$ cat config.mk
export PLATFORM = sky130hd
export DESIGN_NAME = pipe_rca_adder
export DESIGN_NICKNAME = d
export VERILOG_FILES = /design/src/rtl/pipe_rca_adder.sv
export SDC_FILE = /design/constraint.sdc
export NUM_CORES = 1
export LEC_CHECK = 0
export ABC_AREA = 1
export ABC_CLOCK_PERIOD_IN_PS = 5000
export CORE_MARGIN = 2
export CORE_UTILIZATION = 29
export DETAILED_ROUTE_END_ITERATION = 8
export GPL_ROUTABILITY_DRIVEN = 0
export GPL_TIMING_DRIVEN = 0
export PLACE_DENSITY = 0.6
export SYNTH_ARGS = -nofsm -noshare
export SYNTH_HDL_FRONTEND = slang
export SYNTH_SLANG_ARGS = --single-unit
$ cat constraint.sdc
create_clock -name clk -period 5 [get_ports clk]
set_clock_uncertainty 0.15 [all_clocks]
set_input_delay 0.75 -clock clk [delete_from_list [all_inputs] [get_ports clk]]
set_output_delay 0.75 -clock clk [all_outputs]
set_load 0.05 [all_outputs]
$ cat src/rtl/pipe_rca_adder.sv
`default_nettype none
// +----------------------------------------------------------------------------+
// | Module   : pipe_rca_adder                                                  |
// | Purpose  : STAGES-segment pipelined ripple-carry add/sub, valid/ready I/O. |
// |            Define PIPE_RCA_SAT_EN to add the sat input (clamped results).  |
// | Revision : 1.0 - initial release                                           |
// +----------------------------------------------------------------------------+
module pipe_rca_adder #(
    parameter int WIDTH  = 8,
    parameter int STAGES = 4
) (
    input  logic               clk,
    input  logic               rst_n,
    input  logic               in_valid,
    output logic               in_ready,
    input  logic [2*WIDTH-1:0] x,
    input  logic [2*WIDTH-1:0] y,
    input  logic               cin,
    input  logic               sub,
`ifdef PIPE_RCA_SAT_EN
    input  logic               sat,
`endif
    output logic               out_valid,
    input  logic               out_ready,
    output logic [2*WIDTH-1:0] s,
    output logic               cout,
    output logic               ovf
);
    localparam int DW  = 2 * WIDTH;
    localparam int SEG = DW / STAGES;

    logic w_adv;
    assign w_adv    = out_ready | ~out_valid;
    assign in_ready = w_adv;

    if (DW % STAGES != 0) begin : g_bad_stages
        $error("pipe_rca_adder: STAGES must divide 2*WIDTH");
    end

    // Stage k owns result segment k; each stage keeps only the operand bits still to be added.
    for (genvar k = 0; k < STAGES; k++) begin : g_stage
        localparam int IW = DW - k * SEG;
        logic [IW-1:0]          w_ia;
        logic [IW-1:0]          w_ib;
        logic                   w_ic;
        logic                   w_iv;
        logic [(k+1)*SEG-1:0]   w_res;
        logic [SEG:0]           w_add;
`ifdef PIPE_RCA_SAT_EN
        logic                   w_isat;
`endif

        assign w_add = {1'b0, w_ia[SEG-1:0]} + {1'b0, w_ib[SEG-1:0]} + {{SEG{1'b0}}, w_ic};

        if (k == 0) begin : g_head
            assign w_ia  = x;
            assign w_ib  = sub ? ~y : y;
            assign w_ic  = sub | cin;
            assign w_iv  = in_valid;
            assign w_res = w_add[SEG-1:0];
`ifdef PIPE_RCA_SAT_EN
            assign w_isat = sat;
`endif
        end else begin : g_body
            assign w_ia  = g_stage[k-1].g_mid.r_a;
            assign w_ib  = g_stage[k-1].g_mid.r_b;
            assign w_ic  = g_stage[k-1].g_mid.r_c;
            assign w_iv  = g_stage[k-1].g_mid.r_v;
            assign w_res = {w_add[SEG-1:0], g_stage[k-1].g_mid.r_s};
`ifdef PIPE_RCA_SAT_EN
            assign w_isat = g_stage[k-1].g_mid.r_sat;
`endif
        end

        if (k < STAGES - 1) begin : g_mid
            logic [IW-SEG-1:0]    r_a;
            logic [IW-SEG-1:0]    r_b;
            logic [(k+1)*SEG-1:0] r_s;
            logic                 r_c;
            logic                 r_v;
`ifdef PIPE_RCA_SAT_EN
            logic                 r_sat;
`endif
            always_ff @(posedge clk or negedge rst_n) begin
                if (!rst_n) begin
                    r_a   <= '0;
                    r_b   <= '0;
                    r_s   <= '0;
                    r_c   <= 1'b0;
                    r_v   <= 1'b0;
`ifdef PIPE_RCA_SAT_EN
                    r_sat <= 1'b0;
`endif
                end else if (w_adv) begin
                    r_a   <= w_ia[IW-1:SEG];
                    r_b   <= w_ib[IW-1:SEG];
                    r_s   <= w_res;
                    r_c   <= w_add[SEG];
                    r_v   <= w_iv;
`ifdef PIPE_RCA_SAT_EN
                    r_sat <= w_isat;
`endif
                end
            end
        end else begin : g_last
            logic          w_ovf;
            logic [DW-1:0] w_s;
            logic [DW-1:0] r_s;
            logic          r_c;
            logic          r_ovf;
            logic          r_v;

            // Carry into the MSB is recovered from the MSB sum bit: a ^ b ^ sum.
            assign w_ovf = w_add[SEG] ^ (w_ia[IW-1] ^ w_ib[IW-1] ^ w_add[SEG-1]);
`ifdef PIPE_RCA_SAT_EN
            assign w_s = (w_isat && w_ovf) ?
                         (w_ia[IW-1] ? {1'b1, {(DW-1){1'b0}}} : {1'b0, {(DW-1){1'b1}}}) :
                         w_res;
`else
            assign w_s = w_res;
`endif
            always_ff @(posedge clk or negedge rst_n) begin
                if (!rst_n) begin
                    r_s   <= '0;
                    r_c   <= 1'b0;
                    r_ovf <= 1'b0;
                    r_v   <= 1'b0;
                end else if (w_adv) begin
                    r_s   <= w_s;
                    r_c   <= w_add[SEG];
                    r_ovf <= w_ovf;
                    r_v   <= w_iv;
                end
            end
        end
    end

    assign out_valid = g_stage[STAGES-1].g_last.r_v;
    assign s         = g_stage[STAGES-1].g_last.r_s;
    assign cout      = g_stage[STAGES-1].g_last.r_c;
    assign ovf       = g_stage[STAGES-1].g_last.r_ovf;

endmodule
`default_nettype wire

==> After elaboration in Yosys (flattened, before gate mapping) <==
Cells that the tools add are included.
{ "totals": {"register_bits": 97, "input_bits": 38, "output_inout_bits": 20} }
{ "classes": {"addsub": 8, "n_mux": 1, "bitwise_logic": 7} }
{ "op_table": {"columns": ["op", "count"], "rows": [
  ["$add 4x4->5", 4],
  ["$add 5x1->5", 4],
  ["$mux 16", 1],
  ["$not 16->16", 1],
  ["$xor 1x1->1", 3],
  ["$or 1x1->1", 2],
  ["$not 1->1", 1]
]} }

==> Depth between registers and ports, before layout <==
Gate-level depths: netlist of run 1.
{ "depth": {"word_depth": 4, "ltp_mapped": 10, "depth_no_buf": 8} }

==> Least setup slack after synthesis of run 1 <==
OpenSTA, ideal clock, no wires.
{ "synth_path": {"path_type": "input to register", "start": "in sub", "end": "reg g_stage[0].g_mid.r_c", "setup_time_ps": 126, "arrival_ps": 2425, "t_required_ps": 4724, "slack_ps": 2300, "cell_stages": 9, "n_path_buf": 2, "cell_sequence": "buf_4 > buf_6 > or2_2 > fa_1 > fa_1 > nand2_1 > inv_1 > o21ai_0 > a21oi_1"} }
{ "synth_via": {"elab_chain_len": 3, "elab_cells_between_ends": 4} }
{ "synth_rtl": {"columns": ["element", "line", "rtl"], "rows": [
  ["from (decl)", "19", "input logic sub,"],
  ["$mux 16", "57", "assign w_ib = sub ? ~y : y;"],
  ["$add 4x4->5", "53", "assign w_add = {1'b0, w_ia[SEG-1:0]} + {1'b0, w_ib[SEG-1:0]} + {{SEG{1'b0}}, w_ic};"],
  ["$add 5x1->5 (*)", "53", null],
  ["to (signal assigned)", "98", "r_c <= w_add[SEG];"],
  ["to (decl)", "79", "logic r_c;"]
]} }
Mark *: on every way between the ends. The rest lies on a longest branch, timed or not.
A chain may end at the register's enable or synchronous reset.

==> Worst setup path after layout of run 1 <==
{ "layout_path": {"start": "in out_ready", "end": "out in_ready"} }
{ "layout_via": {"elab_chain_len": 1} }
{ "layout_rtl": {"columns": ["element", "line", "rtl"], "rows": [
  ["from (decl)", "24", "input logic out_ready,"],
  ["$or 1x1->1", "33", "assign w_adv = out_ready | ~out_valid;"],
  ["to (decl)", "15", "output logic in_ready,"]
]} }
No other way between the ends.

==> run_results.csv, run 1 <==
group,metric,value,unit
status,outcome,"completed",
power_and_ir_drop,p_leak,2.658,nW
logic_synthesis,postSynthAreaPerCell,8.985,um^2
critical_path,path_class,"in2out",
floorplanning,die_x,126.0,um
cts,cts_buffers,9,
timing,finalCriticalPeriod,3623,ps
final_layout,final_area,5438,um^2
grt,grt_use_total,12.42,%
logic_synthesis,syn_inst,480,
logic_synthesis,syn-num-nets,538,
power_and_ir_drop,ir_drop,0.2362,mV
routing,postRouteAntennaNets,0,
critical_path,critPathCaptureType,"output pin",
floorplanning,die_h,126.0,um
routing,wirelength,9319,um
routing,drtIter0Drc,136,
routing,drt-wirelength-per-cell,12.64,um
logic_synthesis,synth.ff_latch_count,97,
grt,gr-total-overflow,0,
critical_path,crit_start,"out_ready",
logic_synthesis,synthFlopType,"dfrtp_1",
final_layout,nets,606,
timing,grt_setup_unrepaired,"false",
power_and_ir_drop,power,0.003492,W
final_layout,antenna_cells,0,
power_and_ir_drop,clockPowerShare,20.3,%
logic_synthesis,synth-edff-count,0,
power_and_ir_drop,pwr-share-comb,41.7,%
power_and_ir_drop,switching_power,0.001405,W
logic_synthesis,synth_common_cells,"223 x nand2_1, 97 x dfrtp_1, 28 x o21ai_0",
power_and_ir_drop,internal-power,0.002087,W
floorplanning,start_util,29.67,%
floorplanning,die_area,15860,um^2
cts,clockBufferDepth,2,
critical_path,critical_path_arrival,2720,ps
critical_path,crit_path_frequent_cell,"clkdlybuf4s50_1",
critical_path,cp_cell_sequence,"clkdlybuf4s50_1 -> nor2_4 -> inv_2 -> clkbuf_1 -> clkdlybuf4s50_1",
critical_path,critPathRequiredTime,4100,ps
logic_synthesis,async_flop_share,100.0,%
power_and_ir_drop,powerDensity,642.2,nW/um^2
critical_path,max_stage_delay,900,ps
logic_synthesis,ys_warn_count,0,
cts,root_buffer,"clkbuf_16",
place,placed_area,5129,um^2
floorplanning,core_area,14530,um^2
logic_synthesis,synth_top_area_share,56.28,%
timing,tns,0,ps
cts,cts_tree,"yes",
timing,timing.hold.ws,224.0,ps
run,maxCapViolations,0,
power_and_ir_drop,p_seq_share,38.0,%
cts,ctsHoldBuffers,0,
timing,maxSlewViolCount,0,
logic_synthesis,yosysMostFrequentCell,"nand2_1",
logic_synthesis,synth_cell_types,23,
timing,setup_violations,0,
logic_synthesis,yosys.area.top_type,"dfrtp_1",
logic_synthesis,synth_area,4313,um^2
final_layout,multi_input_area,1678,um^2
final_layout,area_growth,26.08,%
cts,clkLatencyLatePin,340,ps
hold_path,hp-class,"in2async",
grt,grt_pass1_vias,3192,
grt,grt_max_degree,65,
floorplanning,pin_count,58,
cts,cts_max_level,3,
floorplanning,rows,44,
critical_path,path_max_fanout,10,
routing,vias,3159,
final_layout,seq_area,2427,um^2
timing,worst_pin_slew,546.6,ps
grt,grt_pass1_wl,15560,um
critical_path,startpoint_type,"input pin",
place,dpl.hpwl,6919,um
final_layout,post-route-util,37.41,%
final_layout,fillers,1521,
cts,clk_pin_slew,60,ps
cts,clock-sinks,97,
routing,first_pass_iters,7,
grt,antenna_found_initial,0,
logic_synthesis,synth_area_leaders,"dfrtp_1 56%, nand2_1 19%, fa_1 3.7%, ha_1 3.5%, o21ai_0 3.2%",
cts,post_cts_buffers,0,
routing,vias_per_cell,4.286,
logic_synthesis,ys_seq_area_share,56.28,%
power_and_ir_drop,switching_share,40.23,%
timing,fin_crit_sh,72.46,%
final_layout,drive_gt1_share,6.329,%
routing,drc,0,
timing,fmaxAchievable,276.0,MHz
cts,cts_resized,0,
timing,max_slew_margin,63.56,%
critical_path,cp_slowest_cell,"clkdlybuf4s50_1",
timing,timing_hold_violations_final,0,
critical_path,r2r_start,"g_stage[2].g_mid.r_a[0]$_DFFE_PN0P_",
place,io_buffer_count,56,
flip-flops by register name, indices dropped and copies added, names as in the netlist:
register           flops
ovf                    1
g_stage.g_mid.r_s     24
s                     16
g_stage.g_mid.r_c      3
g_stage.g_mid.r_a     24
out_valid              1
g_stage.g_mid.r_b     24
cout                   1
g_stage.g_mid.r_v      3
per-stage QoR:
stage | setup WS, ps | instances
after global placement | -466.5 | 720
after CTS | 1334 | 737
final | 1377 | 737
after global routing | 1253 | 737
after detailed placement | 1343 | 721
after floorplan | 2300 | 480
final cells by class:
type | instances | area share (%)
plain buffers | 22 | 2.163
multi-input cells | 337 | 30.86
clock buffers | 14 | 5.039
flip-flops and latches | 97 | 44.64
inverters | 24 | 1.657
clock inverters | 2 | 0.6443
well taps | 184 | 4.234
repair buffers | 57 | 10.77
placed cells by master (no fill, tap or decap), drive strengths merged:
master	instances
clkdlybuf4s50	55
ha	12
a21oi	5
dfrtp	97
bufinv	1
a31oi	1
buf	18
nand3b	2
nand3	12
nand2	223
o21ai	40
clkinv	1
inv	24
xnor2	12
or2	2
clkbuf	20
nor2	15
xor2	4
fa	8
o31ai	1
critical path: cells and delay by family:
family / cells / cell delay (ps)
buffers and inverters: 4 / 1870
and+or+nand+nor: 1 / 90
per-layer routing:
| metal | track usage, % | share of wire [%] |
|---|---|---|
| met1 | 16.62 | 49 |
| met3 | 3.144 | 3.5 |
| met5 | 0 | 0 |
| met4 | 4.848 | 1.6 |
| met2 | 19.45 | 45 |
kinds of logic (layout without fill, tap and decap cells):
group,after synthesis,in the layout,synth area share [%]
AOI/OAI and AO/OA,47,47,5.541
xor gates and xnor gates,16,16,3.249
adders and majority gates,20,20,7.194
buffers and inverters,46,119,4.816
DFF,97,97,56.28
and+or+nand+nor,254,254,22.92
path summary, 6_finish.rpt:
path                                                             to  slack [ps]  cells past startpoint
max in group asynchronous       g_stage[1].g_mid.r_s[2]$_DFFE_PN0P_        3820                      2
worst min-delay path                               s[5]$_DFFE_PN0P_         220                      1
worst max register to register                      ovf$_DFFE_PN0P_        2950                      8
worst max-delay path                                       in_ready        1380                      5
worst min register to register                     s[8]$_DFFE_PN0P_         320                      2
min in group clk                                   s[8]$_DFFE_PN0P_         320                      2
power groups by stage:
stage	sequential, W	clock [W]	combinational, W
after floorplan	0.00155	0	0.000763
final	0.00133	0.000709	0.00146
after detailed placement	0.00134	0	0.00147
after global placement	0.00134	0	0.00143
after CTS	0.00133	0.000727	0.00148
after global routing	0.00137	0.000764	0.00164
Note: power is estimated with default switching activity, not from simulation.
==> run 2: changes to the inputs <==
Settings changed: ABC_CLOCK_PERIOD_IN_PS 5000 to 3000, PLACE_DENSITY 0.6 to 0.61.
Clock period 5 ns to 3 ns, I/O delays scaled along.
==> run 2 against run 1 <==
Cell count is 0.14% higher; worst setup slack worse by 1100 ps; first-iteration DRC count is 24% higher; critical endpoint unchanged; largest power group unchanged.
==> run_results.csv, run 2 (synthesis gave the netlist of run 1 again) <==
group,metric,value,unit
floorplanning,start_util,29.67,%
critical_path,critPathRequiredTime,2400,ps
critical_path,path_class,"in2out",
power_and_ir_drop,powerDensity,1063,nW/um^2
timing,setup_violations,0,
grt,grt_max_degree,77,
grt,grt_use_total,12.52,%
power_and_ir_drop,ir_drop,0.3572,mV
critical_path,crit_start,"out_ready",
critical_path,startpoint_type,"input pin",
grt,antenna_found_initial,0,
grt,grt_pass1_vias,3272,
timing,fmaxAchievable,366.5,MHz
place,dpl.hpwl,6969,um
final_layout,nets,607,
status,outcome,"completed",
timing,finalCriticalPeriod,2729,ps
cts,clock-sinks,97,
power_and_ir_drop,p_leak,2.640,nW
place,io_buffer_count,56,
cts,root_buffer,"clkbuf_16",
critical_path,critPathCaptureType,"output pin",
routing,drc,0,
timing,timing.hold.ws,319.4,ps
final_layout,seq_area,2427,um^2
cts,cts_tree,"yes",
cts,clkLatencyLatePin,340,ps
cts,clockBufferDepth,2,
cts,clk_pin_slew,60,ps
critical_path,r2r_start,"g_stage[2].g_mid.r_a[0]$_DFFE_PN0P_",
critical_path,path_max_fanout,10,
floorplanning,die_x,126.0,um
critical_path,critical_path_arrival,2130,ps
final_layout,final_cell_mix,"223 x nand2_1, 97 x dfrtp_1, 54 x clkdlybuf4s50_1",
grt,gr-total-overflow,0,
floorplanning,die_h,126.0,um
final_layout,antenna_cells,0,
final_layout,drive_gt1_share,6.498,%
timing,grt_setup_unrepaired,"false",
timing,timing_hold_violations_final,0,
floorplanning,core_area,14530,um^2
floorplanning,die_area,15860,um^2
final_layout,final_common_cell,"nand2_1",
floorplanning,rows,44,
cts,cts_max_level,3,
hold_path,hp-class,"reg2reg",
routing,drt-wirelength-per-cell,12.58,um
timing,worst_pin_slew,550.8,ps
final_layout,fillers,1499,
routing,vias,3219,
timing,maxSlewViolCount,0,
hold_path,min_from,"g_stage[1].g_mid.r_b[7]$_DFFE_PN0P_",
routing,drtIter0Drc,168,
routing,wirelength,9285,um
run,maxCapViolations,0,
routing,vias_per_cell,4.362,
timing,tns,0,ps
final_layout,biggestRegsByFlops,"g_stage.g_mid.r_a (24), g_stage.g_mid.r_b (24), g_stage.g_mid.r_s (24)",
routing,first_pass_iters,4,
final_layout,multi_input_area,1678,um^2
final_layout,area_growth,26.02,%
timing,max_slew_margin,63.28,%
grt,grt_pass1_wl,15950,um
timing,fin_crit_sh,90.96,%
cts,cts_buffers,9,
floorplanning,pin_count,58,
routing,postRouteAntennaNets,0,
run 2: report_power, final:
group | switching (W) | internal, W | leakage, nW
Clock | 0.000481 | 0.000647 | 0.131
Combinational | 0.00155 | 0.000877 | 1.34
Sequential | 0.000331 | 0.00189 | 1.17
Total | 0.00237 | 0.00341 | 2.64
run 2: layout make-up:
type	count	share of cell area, %
Clock buffer	10	4.213
Clock inverter	6	1.266
Tap cell	184	4.236
Buffer	22	2.164
Timing Repair Buffer	58	10.93
Inverter	24	1.657
Multi-Input combinational cell	337	30.87
Sequential cell	97	44.66
run 2: critical path, cell delays in order:
cell and delay, ps:
clkdlybuf4s50_1 500, nor2_4 90, inv_2 80, clkbuf_1 400
dlygate4sd2_1 610
run 2: final timing paths:
check / slack (ps) / cells past startpoint / endpoint
worst max-delay path: 270 / 5 / in_ready
worst min-delay path: 320 / 2 / g_stage[2].g_mid.r_b[3]$_DFFE_PN0P_
worst max register to register: 950 / 8 / ovf$_DFFE_PN0P_
worst min register to register: 320 / 2 / g_stage[2].g_mid.r_b[3]$_DFFE_PN0P_
max in group asynchronous: 1660 / 3 / g_stage[1].g_mid.r_a[5]$_DFFE_PN0P_
min in group asynchronous: 390 / 2 / s[5]$_DFFE_PN0P_
run 2: through the flow:
step                util, %  worst slack (ps)  total power [W]  cells  cell area [um^2]
detailed placement    35.29            -50.55         0.004702    721              5129
global route          37.40             171.8         0.006255    738              5435
CTS                   37.40             236.6         0.005859    738              5435
global placement      35.12             -2119         0.004609    720              5104
finish                37.40             271.2         0.005780    738              5435
floorplan                 -             599.6         0.003861    480              4313
run 2: timing repair:
item / 4_1_cts / 5_1_grt
setup endpoints to repair: 1 / 0
gates resized for setup: 1 / 0
hold buffers: 1 / 0
setup buffers: 0 / 0
endpoints found under the hold margin: 21 / 0
run 2: per-layer routing:
metal,GRT usage (%),wire length (um),vias up
met5,0,0,-
met4,5.624,259,0
met3,2.761,509,18
met2,19.10,4150,90
met1,17.14,4366,1484
li1,-,-,1627
==> run 3: changes to the inputs <==
Settings changed: SLEW_MARGIN from default to 20.
==> run 3 against run 2 <==
Design area up 0.48%; non-clock buffer count unchanged; sequential cell count unchanged; highest routed layer unchanged; via count up 0.90%; worst hold slack better by 2.6 ps; critical path type unchanged; maximum frequency up 0.96%; combinational power about the same; wire length up 2.3%; critical path depth unchanged; clock-buffer cell count down 1; critical endpoint unchanged; largest cell class unchanged.
==> run_results.csv, run 3 (synthesis gave the netlist of run 1 again) <==
group,metric,value,unit
final_layout,biggestRegsByFlops,"g_stage.g_mid.r_a (24), g_stage.g_mid.r_b (24), g_stage.g_mid.r_s (24)",
timing,setup_violations,0,
final_layout,final_common_cell,"nand2_1",
routing,postRouteAntennaNets,0,
cts,clock-sinks,97,
final_layout,final_area,5461,um^2
floorplanning,pin_count,58,
critical_path,critical-path-top-delay-family,"buffers and inverters",
final_layout,antenna_cells,0,
cts,post_cts_buffers,0,
routing,first_pass_iters,4,
critical_path,cp_cell_sequence,"clkdlybuf4s50_1 -> nor2_4 -> inv_2 -> clkbuf_1 -> dlygate4sd2_1",
place,preCtsSetupSlack,-45.81,ps
timing,max_slew_margin,62.80,%
final_layout,area_growth,26.63,%
grt,grt_pass1_wl,15860,um
place,placed_area,5132,um^2
critical_path,r2r_cells,8,
power_and_ir_drop,powerDensity,1078,nW/um^2
critical_path,rrSetupSlack,910,ps
power_and_ir_drop,p_leak,2.665,nW
timing,grt_setup_unrepaired,"false",
routing,drc,0,
hold_path,hp-class,"reg2reg",
timing,fin_crit_sh,90.09,%
cts,cts_buffers,9,
place,dpl.hpwl,6998,um
critical_path,startpoint_type,"input pin",
cts,clk_pin_slew,60,ps
final_layout,nets,607,
timing,finalCriticalPeriod,2703,ps
power_and_ir_drop,p_seq_share,37.8,%
critical_path,path_buf_inv,4,
power_and_ir_drop,ir_drop,0.3328,mV
timing,worst_pin_slew,558.0,ps
final_layout,final_cell_mix,"223 x nand2_1, 97 x dfrtp_1, 54 x clkdlybuf4s50_1",
timing,timing_hold_violations_final,0,
critical_path,crit_start,"out_ready",
routing,drt-wirelength-per-cell,12.87,um
floorplanning,core_area,14530,um^2
cts,cts_tree,"yes",
floorplanning,start_util,29.67,%
critical_path,r2r_start,"g_stage[2].g_mid.r_a[0]$_DFFE_PN0P_",
routing,vias_per_cell,4.401,
cts,clockBufferDepth,2,
critical_path,crit_end,"in_ready",
critical_path,critPathCaptureType,"output pin",
critical_path,critPathRequiredTime,2400,ps
floorplanning,die_x,126.0,um
run,maxCapViolations,0,
power_and_ir_drop,pwr-share-comb,41.5,%
grt,grt_pass1_vias,3276,
floorplanning,die_area,15860,um^2
critical_path,critical_path_arrival,2100,ps
critical_path,max_stage_delay,600,ps
routing,wirelength,9497,um
grt,grt_max_degree,78,
power_and_ir_drop,switching_power,0.002389,W
cts,root_buffer,"clkbuf_16",
final_layout,drive_gt1_share,6.679,%
cts,clkLatencyLatePin,350,ps
critical_path,cp_slowest_cell,"dlygate4sd2_1",
timing,maxSlewViolCount,0,
routing,drtIter0Drc,173,
critical_path,cp.depth,5,
power_and_ir_drop,switching_share,40.58,%
routing,vias,3248,
critical_path,r2r-end,"ovf$_DFFE_PN0P_",
floorplanning,rows,44,
place,io_buffer_count,56,
grt,grt_use_total,12.62,%
timing,timing.final.ws_setup,297.2,ps
floorplanning,die_h,126.0,um
power_and_ir_drop,internal-power,0.003498,W
status,outcome,"completed",
timing,fmaxAchievable,370.0,MHz
cts,cts_max_level,3,
grt,gr-total-overflow,0,
power_and_ir_drop,clockPowerShare,20.7,%
grt,antenna_found_initial,0,
timing,tns,0,ps
critical_path,path_class,"in2out",
critical_path,path_max_fanout,10,
[run 3: worst min path at each step]
stage	start	endpoint	depth (start not counted)
5_1_grt	g_stage[1].g_mid.r_s[3]$_DFFE_PN0P_	g_stage[2].g_mid.r_s[3]$_DFFE_PN0P_	2
3_3_place_gp	g_stage[0].g_mid.r_a[11]$_DFFE_PN0P_	g_stage[1].g_mid.r_a[7]$_DFFE_PN0P_	2
4_1_cts	g_stage[2].g_mid.r_s[3]$_DFFE_PN0P_	s[3]$_DFFE_PN0P_	2
2_1_floorplan	rst_n	cout$_DFFE_PN0P_	0
6_report	g_stage[1].g_mid.r_s[3]$_DFFE_PN0P_	g_stage[2].g_mid.r_s[3]$_DFFE_PN0P_	2
3_5_place_dp	rst_n	s[6]$_DFFE_PN0P_	1
[run 3: what timing repair did]
action	4_1_cts	5_1_grt
resized for setup	1	0
setup endpoints to repair	1	0
hold buffers	1	0
endpoints found under the hold margin	20	0
[run 3: per-layer routing]
layer | vias to the layer above | global-route usage, % | wire length [um]
li1 | 1641 | - | -
met1 | 1521 | 17.32 | 4560
met2 | 74 | 19.64 | 4353
met3 | 12 | 1.572 | 409
met4 | 0 | 6.593 | 175
met5 | - | 0 | 0
[run 3: power by group through the flow]
| stage | logic (W) | registers [W] | clock network [W] |
|---|---|---|---|
| floorplan | 0.00127 | 0.00259 | 0 |
| global placement | 0.00237 | 0.00223 | 0 |
| detailed placement | 0.00246 | 0.00225 | 0 |
| CTS | 0.00247 | 0.00223 | 0.00125 |
| global route | 0.00274 | 0.00230 | 0.00129 |
| finish | 0.00244 | 0.00222 | 0.00122 |
[run 3: final cells by class]
cell class                 instances  area [um^2]
multi-input combinational        337         1678
timing repair buffer              58        598.1
inverter                          24        90.09
clock inverter                     7        95.09
buffer                            22        117.6
sequential                        97         2427
clock buffer                       9        225.2
fill                            1499         9072
tap                              184        230.2
[run 3: per-stage QoR]
stage | util, % | cells | total power (W) | hold WS (ps)
finish | 37.58 | 738 | 0.005887 | 322.1
global route | 37.58 | 738 | 0.006333 | 346.1
CTS | 37.58 | 738 | 0.005957 | 325.0
detailed placement | 35.31 | 721 | 0.004706 | 161.1
global placement | 35.12 | 720 | 0.004609 | 301.2
floorplan | - | 480 | 0.003861 | 4.409
[run 3: tightest hold or removal path: cells and delay by family (launching register included)]
family	cells	cell delay [ps]
flops	1	340
simple gates	2	90
